$ cat config.mk
export PLATFORM = sky130hd
export DESIGN_NAME = alu_issue_flat
export DESIGN_NICKNAME = d
export VERILOG_FILES = /design/src/rtl/alu_issue_if.sv /design/src/rtl/alu_issue.sv /design/src/flat_wrapper.sv
export SDC_FILE = /design/constraint.sdc
export NUM_CORES = 1
export LEC_CHECK = 0
export BUFFER_PORTS_ARGS = -buffer_cell sky130_fd_sc_hd__buf_2
export CAP_MARGIN = 20
export CORE_MARGIN = 2
export CORE_UTILIZATION = 36
export DETAILED_ROUTE_END_ITERATION = 7
export SKIP_CTS_REPAIR_TIMING = 1
export SKIP_LAST_GASP = 1
export SYNTH_ARGS = -nofsm -noshare
export SYNTH_HDL_FRONTEND = slang
export SYNTH_SLANG_ARGS = --single-unit
$ cat constraint.sdc
create_clock -name clk -period 7.35 [get_ports clk]
set_input_delay 1.47 -clock clk [delete_from_list [all_inputs] [get_ports clk]]
set_output_delay 1.47 -clock clk [all_outputs]
set_load 0.01 [all_outputs]
$ cat src/rtl/alu_issue_if.sv
// Issue-stage bundle: fetch handshake, ALU issue payload and writeback port.
// slave = issue stage, master = environment driving fetch/ALU/writeback.
interface alu_issue_if;
   localparam int unsigned XLEN = 16;
   localparam int unsigned RW   = 3;
   localparam int unsigned IMMW = 6;

   logic            instr_valid_i;
   logic [XLEN-1:0] instr_i;
   logic            instr_ready_o;
   logic            issue_valid_o;
   logic            issue_ready_i;
   logic [XLEN-1:0] rs1_data_o;
   logic [XLEN-1:0] rs2_data_o;
   logic [IMMW-1:0] imm_o;
   logic [2:0]      op_o;
   logic [3:0]      func4_o;
   logic [RW-1:0]   rd_o;
   logic            illegal_o;
   logic            wb_valid_i;
   logic [RW-1:0]   wb_rd_i;
   logic [XLEN-1:0] wb_data_i;

   modport slave (
      input  instr_valid_i, instr_i, issue_ready_i, wb_valid_i, wb_rd_i, wb_data_i,
      output instr_ready_o, issue_valid_o, rs1_data_o, rs2_data_o, imm_o, op_o,
             func4_o, rd_o, illegal_o
   );

   modport master (
      output instr_valid_i, instr_i, issue_ready_i, wb_valid_i, wb_rd_i, wb_data_i,
      input  instr_ready_o, issue_valid_o, rs1_data_o, rs2_data_o, imm_o, op_o,
             func4_o, rd_o, illegal_o
   );
endinterface

$ cat src/rtl/alu_issue.sv
// ALU issue stage: decode, 8x16 regfile, busy scoreboard, registered issue slot.
// Optional ALU_ISSUE_BYPASS_EN forwards same-cycle writeback into operand reads.
module alu_issue (
   input  logic        clk,
   input  logic        rst,
   alu_issue_if.slave  bus
);
   localparam int unsigned XLEN  = 16;
   localparam int unsigned NREGS = 8;
   localparam int unsigned RW    = 3;
   localparam int unsigned IMMW  = 6;

   localparam logic [2:0] OP_R     = 3'b000;
   localparam logic [2:0] OP_I     = 3'b001;
   localparam logic [3:0] FUNC_ADD = 4'h0;

   // Decoded fields
   logic [2:0]      dec_op;
   logic [RW-1:0]   dec_rd;
   logic [RW-1:0]   dec_rs1;
   logic [RW-1:0]   dec_rs2;
   logic [3:0]      dec_func4;
   logic [IMMW-1:0] dec_imm;
   logic            dec_is_r;
   logic            dec_is_i;
   logic            dec_legal;

   // State
   logic [XLEN-1:0]  rf_q [NREGS];
   logic [NREGS-1:0] busy_q, busy_d;
   logic             issue_valid_q, issue_valid_d;
   logic [XLEN-1:0]  rs1_data_q, rs1_data_d;
   logic [XLEN-1:0]  rs2_data_q, rs2_data_d;
   logic [IMMW-1:0]  imm_q, imm_d;
   logic [2:0]       op_q, op_d;
   logic [3:0]       func4_q, func4_d;
   logic [RW-1:0]    rd_q, rd_d;
   logic             illegal_q, illegal_d;

   // Combinational helpers
   logic [NREGS-1:0] wb_clr_mask;
   logic [NREGS-1:0] busy_eff;
   logic [XLEN-1:0]  rs1_val;
   logic [XLEN-1:0]  rs2_val;
   logic             hazard;
   logic             slot_free;
   logic             instr_ready;
   logic             accept;

   always_comb begin
      dec_op    = bus.instr_i[15:13];
      dec_rd    = bus.instr_i[12:10];
      dec_rs1   = bus.instr_i[9:7];
      dec_rs2   = bus.instr_i[6:4];
      dec_is_r  = (dec_op == OP_R);
      dec_is_i  = (dec_op == OP_I);
      dec_legal = dec_is_r | dec_is_i;
      dec_func4 = dec_is_r ? bus.instr_i[3:0] : FUNC_ADD;
      dec_imm   = dec_is_i ? bus.instr_i[6:1] : '0;
   end

   always_comb begin
      wb_clr_mask = '0;
      if (bus.wb_valid_i) wb_clr_mask = NREGS'(1) << bus.wb_rd_i;
   end

   // Operand read; r0 entry is never written so it always reads zero
`ifdef ALU_ISSUE_BYPASS_EN
   always_comb begin
      busy_eff = busy_q & ~wb_clr_mask;
      rs1_val  = rf_q[dec_rs1];
      rs2_val  = rf_q[dec_rs2];
      if (bus.wb_valid_i && (bus.wb_rd_i == dec_rs1) && (dec_rs1 != '0)) rs1_val = bus.wb_data_i;
      if (bus.wb_valid_i && (bus.wb_rd_i == dec_rs2) && (dec_rs2 != '0)) rs2_val = bus.wb_data_i;
      if (!dec_is_r) rs2_val = '0;
   end
`else
   always_comb begin
      busy_eff = busy_q;
      rs1_val  = rf_q[dec_rs1];
      rs2_val  = dec_is_r ? rf_q[dec_rs2] : '0;
   end
`endif

   // Illegal ops bypass the hazard check: they only need a free issue slot
   always_comb begin
      hazard      = dec_legal & (busy_eff[dec_rs1] | (dec_is_r & busy_eff[dec_rs2]) | busy_eff[dec_rd]);
      slot_free   = !issue_valid_q | bus.issue_ready_i;
      instr_ready = slot_free & !hazard;
      accept      = bus.instr_valid_i & instr_ready;
   end

   always_comb begin
      issue_valid_d = issue_valid_q & !bus.issue_ready_i;
      rs1_data_d    = rs1_data_q;
      rs2_data_d    = rs2_data_q;
      imm_d         = imm_q;
      op_d          = op_q;
      func4_d       = func4_q;
      rd_d          = rd_q;
      illegal_d     = 1'b0;
      if (accept) begin
         if (dec_legal) begin
            issue_valid_d = 1'b1;
            rs1_data_d    = rs1_val;
            rs2_data_d    = rs2_val;
            imm_d         = dec_imm;
            op_d          = dec_op;
            func4_d       = dec_func4;
            rd_d          = dec_rd;
         end else begin
            illegal_d     = 1'b1;
         end
      end
   end

   // Scoreboard: a new producer's set wins over a same-cycle clear
   always_comb begin
      busy_d = busy_q & ~wb_clr_mask;
      if (accept && dec_legal && (dec_rd != '0)) busy_d[dec_rd] = 1'b1;
      busy_d[0] = 1'b0;
   end

   always_ff @(posedge clk or posedge rst) begin
      if (rst) begin
         busy_q        <= '0;
         issue_valid_q <= 1'b0;
         rs1_data_q    <= '0;
         rs2_data_q    <= '0;
         imm_q         <= '0;
         op_q          <= '0;
         func4_q       <= '0;
         rd_q          <= '0;
         illegal_q     <= 1'b0;
      end else begin
         busy_q        <= busy_d;
         issue_valid_q <= issue_valid_d;
         rs1_data_q    <= rs1_data_d;
         rs2_data_q    <= rs2_data_d;
         imm_q         <= imm_d;
         op_q          <= op_d;
         func4_q       <= func4_d;
         rd_q          <= rd_d;
         illegal_q     <= illegal_d;
      end
   end

   always_ff @(posedge clk or posedge rst) begin
      if (rst) begin
         for (int i = 0; i < int'(NREGS); i++) rf_q[i] <= '0;
      end else if (bus.wb_valid_i && (bus.wb_rd_i != '0)) begin
         rf_q[bus.wb_rd_i] <= bus.wb_data_i;
      end
   end

   assign bus.instr_ready_o = instr_ready;
   assign bus.issue_valid_o = issue_valid_q;
   assign bus.rs1_data_o    = rs1_data_q;
   assign bus.rs2_data_o    = rs2_data_q;
   assign bus.imm_o         = imm_q;
   assign bus.op_o          = op_q;
   assign bus.func4_o       = func4_q;
   assign bus.rd_o          = rd_q;
   assign bus.illegal_o     = illegal_q;
endmodule

$ cat src/flat_wrapper.sv
// flat-port wrapper written by rule: the top's interface ports become plain ports
module alu_issue_flat 
  (clk, rst, bus_instr_valid_i, bus_instr_i, bus_issue_ready_i, bus_wb_valid_i, bus_wb_rd_i, bus_wb_data_i, bus_instr_ready_o, bus_issue_valid_o, bus_rs1_data_o, bus_rs2_data_o, bus_imm_o, bus_op_o, bus_func4_o, bus_rd_o, bus_illegal_o);
  alu_issue_if bus_i ();
  input  logic clk;
  input  logic rst;
  input wire logic [$bits(bus_i.instr_valid_i)-1:0] bus_instr_valid_i;
  input wire logic [$bits(bus_i.instr_i)-1:0] bus_instr_i;
  input wire logic [$bits(bus_i.issue_ready_i)-1:0] bus_issue_ready_i;
  input wire logic [$bits(bus_i.wb_valid_i)-1:0] bus_wb_valid_i;
  input wire logic [$bits(bus_i.wb_rd_i)-1:0] bus_wb_rd_i;
  input wire logic [$bits(bus_i.wb_data_i)-1:0] bus_wb_data_i;
  output wire logic [$bits(bus_i.instr_ready_o)-1:0] bus_instr_ready_o;
  output wire logic [$bits(bus_i.issue_valid_o)-1:0] bus_issue_valid_o;
  output wire logic [$bits(bus_i.rs1_data_o)-1:0] bus_rs1_data_o;
  output wire logic [$bits(bus_i.rs2_data_o)-1:0] bus_rs2_data_o;
  output wire logic [$bits(bus_i.imm_o)-1:0] bus_imm_o;
  output wire logic [$bits(bus_i.op_o)-1:0] bus_op_o;
  output wire logic [$bits(bus_i.func4_o)-1:0] bus_func4_o;
  output wire logic [$bits(bus_i.rd_o)-1:0] bus_rd_o;
  output wire logic [$bits(bus_i.illegal_o)-1:0] bus_illegal_o;
  assign bus_i.instr_valid_i = bus_instr_valid_i;
  assign bus_i.instr_i = bus_instr_i;
  assign bus_i.issue_ready_i = bus_issue_ready_i;
  assign bus_i.wb_valid_i = bus_wb_valid_i;
  assign bus_i.wb_rd_i = bus_wb_rd_i;
  assign bus_i.wb_data_i = bus_wb_data_i;
  assign bus_instr_ready_o = bus_i.instr_ready_o;
  assign bus_issue_valid_o = bus_i.issue_valid_o;
  assign bus_rs1_data_o = bus_i.rs1_data_o;
  assign bus_rs2_data_o = bus_i.rs2_data_o;
  assign bus_imm_o = bus_i.imm_o;
  assign bus_op_o = bus_i.op_o;
  assign bus_func4_o = bus_i.func4_o;
  assign bus_rd_o = bus_i.rd_o;
  assign bus_illegal_o = bus_i.illegal_o;
  alu_issue u_core (.clk(clk), .rst(rst), .bus(bus_i));
endmodule
==> results of run 1 <==
==> cells in the final DEF, fill, tap and decap left out, drive strengths merged <==
| master | count |
|---|---|
| nand2 | 8 |
| and2 | 3 |
| mux2 | 165 |
| o41ai | 4 |
| o221a | 1 |
| dfrtp | 185 |
| or4bb | 1 |
| nor2b | 8 |
| o21bai | 1 |
| nand3 | 19 |
| a22o | 3 |
| a32o | 4 |
| a21boi | 1 |
| nand4b | 1 |
| nor2 | 3 |
| o211ai | 2 |
| nand4 | 1 |
| o31ai | 6 |
| clkinvlp | 3 |
| buf | 101 |
| nand2b | 3 |
| nor3 | 3 |
| and3 | 1 |
| clkbuf | 23 |
| clkinv | 4 |
| and3b | 1 |
| inv | 26 |
| mux2i | 5 |
| mux4 | 66 |
| a221oi | 1 |
| o21ai | 29 |
==> report_power, final <==
part	internal, mW	leakage, nW	switching [mW]
Sequential	1.23	2.31	0.140
Clock	0.455	0.251	0.378
Combinational	0.404	2.00	0.268
==> state kept, by name, indices dropped and copies added, names as in the netlist <==
name                      flops
u_core.bus.rs2_data_o        16
u_core.bus.func4_o            4
u_core.bus.issue_valid_o      1
u_core.busy_eff               7
u_core.bus.illegal_o          1
u_core.bus.op_o               3
u_core.bus.rs1_data_o        16
u_core.bus.rd_o               3
u_core.bus.imm_o              6
u_core.rf_q                 128
==> worst max-delay path, stage by stage <==
cell and delay (ns):
buf_2 0.76, mux4_2 0.61, o211ai_2 0.37, o21bai_1 0.22, a21boi_0 0.11, buf_2 0.16
==> cell families after synthesis <==
group           count (synthesis)  share of synthesized area [%]
mux                           236                           38.3
buf+inv                        86                           4.12
simple gates                   52                           3.33
compound gates                 52                           4.02
flops                         185                           50.3
==> metal layers <==
metal	GRT usage [%]	vias up	wire length, um
met3	2.83	36	835
met2	27.8	130	10800
met1	22.1	2921	9370
met5	0	-	0
li1	-	2396	-
met4	6.94	0	545
==> area by class of cell <==
cell class	count	area, um^2	share of cell area (%)
Inverter	26	103	0.984
Timing Repair Buffer	101	553	5.30
Clock inverter	7	46.3	0.444
Tap cell	330	413	3.96
Sequential cell	185	4630	44.4
Clock buffer	23	478	4.58
Multi-Input combinational cell	340	4200	40.3
==> worst min path at each step <==
stage	startpoint	end	slack (ns)	cells past startpoint
floorplan	u_core.rf_q[112]	u_core.rf_q[112]	0.44	1
detailed placement	u_core.rf_q[116]	u_core.rf_q[116]	0.38	0
global placement	u_core.rf_q[121]	u_core.rf_q[121]	0.38	0
CTS	u_core.rf_q[116]	u_core.rf_q[116]	0.40	0
finish	u_core.rf_q[116]	u_core.rf_q[116]	0.39	0
global route	u_core.rf_q[117]	u_core.rf_q[117]	0.41	0
==> metrics, run 1 <==
TritonCTS clock tree=built; Lkg Pwr=between 4 and 5 nW; post-synth top area share=between 50 and 60%; vias in the first global route=a little over 6000; Unique masters post-synth=36; Die ar.=approximately 27000 um^2; clk_skew=roughly 0.0073 ns; Synth Flop Type=dfrtp_1; total number of vias=between 5000 and 6000; worst-path maximum fanout=33; P per Cell Area=276 nW/um^2; dpl cells=about 980; Initial DRC Count=around 430; clk buf depth=2; core area=25200 um^2; max-slew violations=0; first-pass GRT wire length=between 30000 and 40000 um; Final Hold Viols=0; Fmax=approximately 190 MHz; initial core utilization=a little over a third; CP arrival=~3.7 ns; layout cells sized above 1=between 50 and 60%; drt wl/cell=approximately 21 um; grt ovf=0; total power=roughly 2.9 mW; HP Class=reg2reg; syn nets=around 650; Num CTS Buffers=17; Die Y=about 160 um; Mapped Cells=611; post-route cell area=approximately 10000 um^2; yosys warns=0; Finished Layout Cells=1012; final core occ=between 40% and 50%; sequential area share after synthesis=between 50% and 60%; top-count cell post-synth=dfrtp_1; Filler Cell Count=2274; outcome=completed; routed vias/inst=~5.4; Tmin final=around 5.2 ns; critical path capture point type=output pin; worst hold slack=around 0.39 ns; period utilization=a little over two thirds; Detailed Route WL=approximately 22000 um; required time worst endpoint=just under 6 ns; worst r2r path cells=5; Post-synth EDFFs=0; CTS Sinks=185; DRC viols=0; port bufs=90; Worst Setup SP=bus_instr_i[8]; Area Overhead vs Synth=13.2%; Final Wtd Congestion=between 0.7 and 0.8; First-pass DRT Iterations=4; Yosys reg bits=roughly 190; RSZ-0062 raised after global routing=no; post-detail-place hpwl=12900 um; r2r startpoint=u_core.busy_eff[4]; Tot GR Track Use=16.8%; reg-to-reg slack, setup=between 4 and 5 ns; WS Path Type=in2out; Area after DPL=around 10000 um^2; Max-Cap Viols=0; Routed Antenna Nets=0; Avg Synthesized Cell Area=between 15 and 20 um^2; Synth area leaders=dfrtp_1 50%, mux4_2 16%, mux2_2 16%, mux2_4 5.7%, clkbuf_1 1.8%; pre-CTS setup slack=2.19 ns; largest net degree at the start of global routing=roughly 120; Async SR Flop Fraction=between 90% and 100%; worst skew pair latency=between 0.4 and 0.5 ns; synthesized area=about 9200 um^2; Final TNS setup=0 ns; ANT cells=0; post-synth top area cell=dfrtp_1; initial antenna violation count=0; CTS Root Cell=clkbuf_16; final net count=approximately 700; final setup margin=2.16 ns; crit path capture=bus_instr_ready_o; Die X-Extent=164 um; # rows=between 50 and 60; synth cell count leaders=185 x dfrtp_1, 130 x mux2_2, 66 x mux4_2, 43 x clkbuf_1, 35 x mux2_4; Reg2Reg Capture Point=u_core.bus.rs1_data_o[8]; clock slew at reported path FFs=around 0.06 ns; max_slew headroom=26.0%; worst vdd ir=0.000141 V; I/O pins=91; final setup violation count=0; Slew @ Worst Pin=~1.1 ns; nature of the critical path startpoint=input pin; H-tree Lvls=4
(Power assumes the default switching activity.)
==> inputs of run 2 (changes only) <==
Clock period 7.35 ns to 4.5 ns, I/O delays scaled along.
==> metrics, run 2 (same netlist as run 1, synthesis figures left out) <==
outcome=completed; Final TNS setup=0 ns (unchanged); Slowest cell on crit path=o211ai_2; CP cell instances=buf_2 -> mux2i_1 -> mux4_2 -> o211ai_2 -> o21bai_1 -> a21boi_0 -> buf_2; Filler Cell Count=2261 (-0.57%); Tot GR Track Use=17.4% (+0.61 points); initial core utilization=36.6% (unchanged); CP bufs+invs=2 (unchanged); total number of vias=5563 (+1.5%); Lkg Pwr=4.64 nW (+1.5%); Initial DRC Count=330 (-23%); most frequent cells in the layout=185 x dfrtp_1, 130 x mux2_2, 90 x buf_2, 66 x mux4_2, 35 x mux2_4; largest net degree at the start of global routing=105 (-10%); final setup violation count=0 (unchanged); Crit path max-delay family=compound AO/OA/AOI/OAI gates; port bufs=90 (unchanged); max-slew violations=0 (unchanged); TritonCTS clock tree=built; storage element area=4630 um^2 (unchanged); Area Overhead vs Synth=14.7%; grt ovf=0 (unchanged); core area=25200 um^2 (unchanged); worst vdd ir=0.000235 V (+66%); Die X-Extent=164 um (unchanged); area of the multi-input gates=4200 um^2 (unchanged); nature of the critical path startpoint=input pin; P per Cell Area=462 nW/um^2 (+67%); Detailed Route WL=22200 um (+3.0%); vias in the first global route=6029 (-0.050%); critical path capture point type=output pin; Die ar.=26900 um^2 (unchanged); CTS Sinks=185 (unchanged); layout cells sized above 1=54.6% (+0.68 points); Routed Antenna Nets=0 (unchanged); Max-Cap Viols=0 (unchanged); register with the highest flop count=u_core.rf_q; ANT cells=0 (unchanged); commonest non-fill, non-tap cell in the layout=dfrtp_1; # rows=58 (unchanged); WS Path Type=in2out; HP Class=reg2reg; CTS Root Cell=clkbuf_16; Slew @ Worst Pin=1.01 ns (-0.0995 ns); Final Hold Viols=0 (unchanged); Die Y=164 um (unchanged); clock slew at reported path FFs=0.07 ns (about the same); RSZ-0062 raised after global routing=no; clk_skew=0.0121 ns (+0.00479 ns); DRC viols=0 (unchanged); Fmax=approximately 270 MHz; final net count=718 (+0.98%); Final Wtd Congestion=0.785 (+1.5%); required time worst endpoint=3.60 ns (-2.28 ns); max_slew headroom=32.5% (+6.4 points); clk buf depth=2 (unchanged); most frequent CP cell=buf_2; max reg flops=128 (unchanged); I/O pins=91 (unchanged); drt wl/cell=21.7 um (+2.2%); initial antenna violation count=0 (unchanged); CP max stage delay=0.40 ns (-0.36 ns); worst skew pair latency=0.43 ns (about the same); post-detail-place hpwl=14000 um (+9.1%); Num CTS Buffers=17 (unchanged); worst-path maximum fanout=24 (-27%); total power=4.88 mW (+70%); routed vias/inst=5.45 (+0.66%); period utilization=approximately four fifths; first-pass GRT wire length=34900 um (+2.5%); First-pass DRT Iterations=5 (+1); Tmin final=3.67 ns; H-tree Lvls=4 (unchanged); CP arrival=2.77 ns (-0.95 ns)
==> run 2: where the power goes <==
group / switching, mW / internal, mW
registers: 0.245 / 2.02
clock network: 0.634 / 0.886
logic: 0.438 / 0.663
==> run 2: area by class of cell <==
type | instances | share of cell area [%]
multi-input combinational | 340 | 39.8
clock inverter | 11 | 1.41
clock buffer | 20 | 4.23
sequential | 185 | 43.8
timing repair buffer | 108 | 5.92
tap | 330 | 3.91
inverter | 26 | 0.959
==> run 2: worst paths after layout <==
| path | from | endpoint | slack (ns) | depth (start not counted) |
|---|---|---|---|---|
| worst max-delay path | bus_instr_i[9] | bus_instr_ready_o | 0.83 | 7 |
| worst min-delay path | u_core.rf_q[117] | u_core.rf_q[117] | 0.40 | 0 |
| worst max register to register | u_core.busy_eff[6] | u_core.bus.rs1_data_o[10] | 1.60 | 6 |
| worst min register to register | u_core.rf_q[117] | u_core.rf_q[117] | 0.40 | 0 |
| max in group asynchronous | rst | u_core.bus.rs1_data_o[6] | 3.04 | 3 |
| min in group asynchronous | rst | u_core.rf_q[90] | 0.54 | 2 |
==> run 2: metrics by stage <==
stage | util [%] | hold slack, ns | setup WS [ns] | area [um^2] | instances
after floorplan | - | 0.441 | 1.22 | 9220 | 611
after global placement | 39.4 | 0.377 | 0.961 | 9930 | 987
after detailed placement | 39.4 | 0.383 | 0.826 | 9930 | 987
after CTS | 41.8 | 0.398 | 0.878 | 10500 | 1018
after global routing | 42.0 | 0.407 | 0.672 | 10600 | 1020
final | 42.0 | 0.398 | 0.825 | 10600 | 1020
==> run 2: worst reg2reg max path: stages, from the launching register on <==
cell and delay, ns:
dfrtp_1 0.43, mux2i_1 0.19, mux4_2 0.28, o211ai_2 0.40
nor2_8 0.75, buf_4 0.40, mux2_4 0.33
==> run 2: metal layers <==
layer	GRT usage [%]	part of all wire [%]	up-vias
met5	0	0	-
met4	6.62	2.1	0
met3	2.98	4.2	39
met2	29.9	51	152
met1	22.1	43	2968
li1	-	-	2404
